<file path="src/rtl/instruction_decode.sv">
// MIPS-subset ID stage: 32x32 register file, decoder, load-use hazard detection and one ID/EX register.
// Optional macro WB_BYPASS_EN forwards a same-cycle writeback onto the read ports.
module instruction_decode #(
  parameter logic [31:0] RF_RESET_VAL  = 32'h0000_0000,
  parameter int          BRANCH_CMP_EN = 1
) (
  input  logic        clk,
  input  logic        rst_n,
  input  logic [31:0] in_instr,
  input  logic        in_valid,
  output logic        in_ready,
  input  logic        wb_we,
  input  logic [4:0]  wb_addr,
  input  logic [31:0] wb_data,
  output logic [31:0] out_rs_data,
  output logic [31:0] out_rt_data,
  output logic [31:0] out_imm,
  output logic [4:0]  out_dest,
  output logic [2:0]  out_alu_op,
  output logic        out_alu_src,
  output logic        out_mem_rd,
  output logic        out_mem_wr,
  output logic        out_reg_we,
  output logic        out_br_taken,
  output logic        out_illegal,
  output logic        out_valid,
  input  logic        out_ready
);

  localparam logic [5:0] OP_RTYPE = 6'h00;
  localparam logic [5:0] OP_LW    = 6'h23;
  localparam logic [5:0] OP_SW    = 6'h2B;
  localparam logic [5:0] OP_BEQ   = 6'h04;
  localparam logic [5:0] OP_ADDI  = 6'h08;

  localparam logic [5:0] FN_ADD = 6'h20;
  localparam logic [5:0] FN_SUB = 6'h22;
  localparam logic [5:0] FN_AND = 6'h24;
  localparam logic [5:0] FN_OR  = 6'h25;
  localparam logic [5:0] FN_SLT = 6'h2A;

  typedef enum logic [2:0] {
    ALU_ADD = 3'd0,
    ALU_SUB = 3'd1,
    ALU_AND = 3'd2,
    ALU_OR  = 3'd3,
    ALU_SLT = 3'd4
  } alu_op_e;

  typedef struct packed {
    logic        valid;
    logic [2:0]  alu_op;
    logic        alu_src;
    logic        mem_rd;
    logic        mem_wr;
    logic        reg_we;
    logic        br_taken;
    logic        illegal;
    logic [4:0]  dest;
    logic [31:0] imm;
    logic [31:0] rs_data;
    logic [31:0] rt_data;
  } idex_t;

  logic [5:0]  opcode;
  logic [5:0]  funct;
  logic [4:0]  rs;
  logic [4:0]  rt;
  logic [4:0]  rd;
  logic [31:0] rs_val;
  logic [31:0] rt_val;
  logic [31:0] rf [32];
  logic        uses_rt;
  logic        is_beq;
  logic        hazard;
  logic        accept;
  idex_t       dec;
  idex_t       idex_q;

  assign opcode = in_instr[31:26];
  assign rs     = in_instr[25:21];
  assign rt     = in_instr[20:16];
  assign rd     = in_instr[15:11];
  assign funct  = in_instr[5:0];

  // NOTE: the register file sits under the async reset because $1..$31 must come up
  // at RF_RESET_VAL; this forces flops instead of a RAM macro, which is acceptable at 32 entries.
  always_ff @(posedge clk or negedge rst_n) begin
    if (!rst_n) begin
      for (int i = 0; i < 32; i++) begin
        // NOTE: state is always assigned with <= so every flop samples pre-edge values.
        rf[i] <= (i == 0) ? 32'h0 : RF_RESET_VAL;
      end
    end else if (wb_we && wb_addr != 5'd0) begin
      rf[wb_addr] <= wb_data;
    end
  end

  // NOTE: every always_comb output gets a default first so no path can infer a latch.
  always_comb begin
    rs_val = rf[rs];
`ifdef WB_BYPASS_EN
    if (wb_we && wb_addr != 5'd0 && wb_addr == rs) rs_val = wb_data;
`endif
    if (rs == 5'd0) rs_val = 32'h0;
  end

  always_comb begin
    rt_val = rf[rt];
`ifdef WB_BYPASS_EN
    if (wb_we && wb_addr != 5'd0 && wb_addr == rt) rt_val = wb_data;
`endif
    if (rt == 5'd0) rt_val = 32'h0;
  end

  always_comb begin
    dec         = '0;
    dec.valid   = 1'b1;
    dec.imm     = {{16{in_instr[15]}}, in_instr[15:0]};
    dec.rs_data = rs_val;
    dec.rt_data = rt_val;
    uses_rt     = 1'b0;
    is_beq      = 1'b0;
    case (opcode)
      OP_RTYPE: begin
        uses_rt    = 1'b1;
        dec.reg_we = 1'b1;
        dec.dest   = rd;
        case (funct)
          FN_ADD:  dec.alu_op = ALU_ADD;
          FN_SUB:  dec.alu_op = ALU_SUB;
          FN_AND:  dec.alu_op = ALU_AND;
          FN_OR:   dec.alu_op = ALU_OR;
          FN_SLT:  dec.alu_op = ALU_SLT;
          default: begin
            dec.illegal = 1'b1;
            dec.reg_we  = 1'b0;
            dec.dest    = 5'd0;
          end
        endcase
      end
      OP_LW: begin
        dec.alu_op  = ALU_ADD;
        dec.alu_src = 1'b1;
        dec.mem_rd  = 1'b1;
        dec.reg_we  = 1'b1;
        dec.dest    = rt;
      end
      OP_SW: begin
        uses_rt     = 1'b1;
        dec.alu_op  = ALU_ADD;
        dec.alu_src = 1'b1;
        dec.mem_wr  = 1'b1;
      end
      OP_BEQ: begin
        uses_rt    = 1'b1;
        is_beq     = 1'b1;
        dec.alu_op = ALU_SUB;
      end
      OP_ADDI: begin
        dec.alu_op  = ALU_ADD;
        dec.alu_src = 1'b1;
        dec.reg_we  = 1'b1;
        dec.dest    = rt;
      end
      default: dec.illegal = 1'b1;
    endcase
    if (dec.dest == 5'd0) dec.reg_we = 1'b0;
    dec.br_taken = (BRANCH_CMP_EN != 0) && is_beq && (rs_val == rt_val);
  end

  // Load-use: the load in ID/EX cannot supply its result to the instruction now in decode.
  assign hazard = idex_q.valid && idex_q.mem_rd && idex_q.dest != 5'd0 &&
                  (idex_q.dest == rs || (uses_rt && idex_q.dest == rt));

  assign in_ready = (!idex_q.valid || out_ready) && !hazard;
  assign accept   = in_valid && in_ready;

  always_ff @(posedge clk or negedge rst_n) begin
    if (!rst_n) begin
      idex_q <= '0;
    end else if (accept) begin
      idex_q <= dec;
    end else if (hazard && out_ready) begin
      idex_q <= '0;
    end else if (out_ready) begin
      idex_q.valid <= 1'b0;
    end
  end

  assign out_valid    = idex_q.valid;
  assign out_alu_op   = idex_q.alu_op;
  assign out_alu_src  = idex_q.alu_src;
  assign out_mem_rd   = idex_q.mem_rd;
  assign out_mem_wr   = idex_q.mem_wr;
  assign out_reg_we   = idex_q.reg_we;
  assign out_br_taken = idex_q.br_taken;
  assign out_illegal  = idex_q.illegal;
  assign out_dest     = idex_q.dest;
  assign out_imm      = idex_q.imm;
  assign out_rs_data  = idex_q.rs_data;
  assign out_rt_data  = idex_q.rt_data;

endmodule

</file>
<file path="config.mk">
export PLATFORM = sky130hd
export DESIGN_NAME = instruction_decode
export DESIGN_NICKNAME = d
export VERILOG_FILES = /design/src/rtl/instruction_decode.sv
export SDC_FILE = /design/constraint.sdc
export NUM_CORES = 2
export LEC_CHECK = 0
export ABC_CLOCK_PERIOD_IN_PS = 3760
export CORE_ASPECT_RATIO = 1.4
export CORE_MARGIN = 5
export CORE_UTILIZATION = 60
export CTS_CLUSTER_DIAMETER = 120
export DETAILED_ROUTE_END_ITERATION = 16
export GPL_ROUTABILITY_DRIVEN = 0
export PLACE_DENSITY = 0.87
export SKIP_LAST_GASP = 1
export SLEW_MARGIN = 20
export SYNTH_ARGS = -nofsm -noshare
export SYNTH_HDL_FRONTEND = slang
export SYNTH_SLANG_ARGS = --single-unit
</file>
<file path="constraint.sdc">
create_clock -name clk -period 3.76 [get_ports clk]
set_clock_uncertainty 0.15 [all_clocks]
set_input_delay 0.564 -clock clk [delete_from_list [all_inputs] [get_ports clk]]
set_output_delay 0.564 -clock clk [all_outputs]
set_load 0.02 [all_outputs]
</file>
==> qor.csv <==
metric,value,unit
status,completed,
cp_top_family,buffers and inverters,
grt_usage,38.7,%
netlist_top_cells_count,"dfrtp_1 (1119), mux2_2 (1038), mux4_2 (405)",
cpMostUsedCell,clkdlybuf4s50_1,
yosys.area.top_type,dfrtp_1,
grt_pass1_vias,45400,
row_count,136,
p_per_area,521,mW/mm2
synth_most_common_cell,dfrtp_1,
finalCriticalPeriod,3630,ps
endpoint_kind,output port,
synth-edff-count,0,
ir_drop,434,uV
r2r-start,rf[970],
drc,0,
cts.htree.levels,3,
synth_top_area_share,47.2,%
synth_cell_type_count,69,
cts_setup_buffers,0,
max_freq,275,MHz
synth_seq_area_share,47.2,%
clk_pin_slew,70,ps
tns,0,ps
synth.area.top_cells,"dfrtp_1 (47%), mux2_2 (20%), mux4_2 (15%)",
min-delay-start,rf[1003],
grt_overflow,0,
clockBufferDepth,3,
num_vias,43500,
clk_latency,760,ps
fp.dieW,276,um
path_cells,clkdlybuf4s50_1 > nand3_1 > or3b_1 > a2111oi_0 > o221a_2 > o21ai_2 > clkdlybuf4s50_1,
drv_slew,0,
min_period_over_period,96.6,%
grt_start_max_net_pins,113,
worst_pin_slew,1160,ps
ios,186,
place_inst,5568,
synth_cells,4153,
cts_inserted_buffers,105,
rsz0062_at_grt,false,
drive_above_1_share,46.6,%
r2r_slack,310,ps
holdPathEnd,rf[1003],
cts-root-buf,clkbuf_16,
via_per_inst,7.52,
netlist_area,0.0594,mm2
avgRoutedWirePerCell,35.5,um
dp_hpwl,128000,um
grt_pass1_wl,300000,um
dr.pass1.iters,7,
die_y,382,um
synth-main-ff-cell,dfrtp_1,
worstHoldPathCells,0,
synthArstFlopShare,100,%
path_class,in2out,
ys_ff_latch,1119,
fin_hold_ws,235,ps
stdcell_count,5788,
power.total,35600,uW
slew-limit-headroom,22.6,%
fin_nets,4439,
yosysWarnings,0,
antenna_found_initial,23,
maxCapViolCount,0,
portBuffers,185,
drt_iter0_markers,6223,
routed_wl,205000,um
worstSetupStartpointType,primary input,
reg2reg_to,out_br_taken,
worstPathRequired,3050,ps
die-area,0.105,mm2
avgSynthCellArea,14.3,um2
cts.sinks,1119,
floorplan.initialDensity,60.5,%
area_growth,15.2,%
critPathBufInv,2,
cts_tree,yes,
synth_nets,4227,
power.leakage,0.0299,uW
setup_viol,0,
ant_nets,0,
hp-class,reg2reg,
core_area,0.0982,mm2
reg2regPathDepth,9,
max_stage_delay,550,ps
worstPathMaxFanout,2,
arrival,2920,ps
finalHoldViolCount,0,
crit_slowest_cell,clkdlybuf4s50_1,
per-layer routing:
metal,wire [um],vias up,global-route usage [%],part of all wire [%]
met1,63900,22100,44.5,31
met3,26200,1297,12.7,13
met5,36,-,0,0.018
met4,23200,6,34.4,11
li1,-,16300,-,-
met2,91800,3745,57.4,45
stage by stage:
step | util, % | cell area [um2] | setup slack, ps
6_report | 69.6 | 68400 | 129
5_1_grt | 69.6 | 68400 | 52.7
3_5_place_dp | 65.9 | 64700 | -711
4_1_cts | 69.6 | 68300 | 114
3_3_place_gp | 65.9 | 64700 | -701
2_1_floorplan | - | 59400 | 484
cell families after synthesis:
family	after synthesis	share of synthesized area (%)
XOR/XNOR	42	0.620
flip-flops	1119	47.2
AO/OA/AOI/OAI	407	4.72
AND/OR/NAND/NOR	425	3.52
buffers and inverters	483	4.31
multiplexers	1677	39.7
cell usage in the layout (no fill, tap or decap), drive strengths merged, types with 30 or more instances in the layout:
cell           netlist  final
a21oi               62     62
nand3              140    140
a221oi              30     30
mux4               429    429
clkbuf             259    149
clkinv               0     30
nand2              129    129
a22oi               40     40
mux2i              210    210
clkdlybuf4s50        0    173
o221ai              59     59
buf                214    404
dfrtp             1119   1119
mux2              1038   1038
nor2                48     48
o21ai              108    108
sequential cells by signal, summed over array words and instances, names as in the netlist:
signal / cells
out_alu_op: 3
out_alu_src: 1
out_br_taken: 1
out_dest: 5
out_illegal: 1
out_imm: 16
out_mem_rd: 1
out_mem_wr: 1
out_reg_we: 1
out_rs_data: 32
out_rt_data: 32
out_valid: 1
rf: 1024
worst max path at each step:
| stage | startpoint | end | slack [ps] | depth (start not counted) |
|---|---|---|---|---|
| after floorplan | in_instr[16] | out_br_taken | 480 | 11 |
| after global placement | in_instr[16] | out_br_taken | -700 | 11 |
| after detailed placement | in_instr[16] | out_br_taken | -710 | 11 |
| after CTS | in_instr[31] | in_ready | 110 | 7 |
| after global routing | in_instr[31] | in_ready | 50 | 7 |
| final | in_instr[31] | in_ready | 130 | 7 |
power by group:
group          switching (uW)  total, uW  internal (uW)
Sequential               1910      16200          14300
Clock                    4960      11300           6370
Combinational            3570       8120           4560
Total                   10400      35600          25200
worst reg2reg max path, stage by stage (launching register included):
cell and delay [ps]:
dfrtp_1 420, mux4_1 530, nor2b_1 150, a2111oi_0 510
or4_1 240, xor2_1 110, nor4_1 260, buf_4 190
or4bb_1 610, o21ai_1 190
repair_timing:
| item | 4_1_cts | 5_1_grt |
|---|---|---|
| resized for setup | 1 | 0 |
| endpoints found under the hold margin | 46 | 0 |
| setup endpoints to repair | 1 | 0 |
| hold buffers | 1 | 0 |
layout make-up:
type	count	area (um2)
Multi-Input combinational cell	2551	29000
Antenna cell	21	52.6
Clock inverter	49	641
Sequential cell	1119	28000
Tap cell	1311	1640
Inverter	10	37.5
Fill cell	5967	29800
Timing Repair Buffer	578	5970
Clock buffer	149	3000
(Power assumes the default switching activity.)
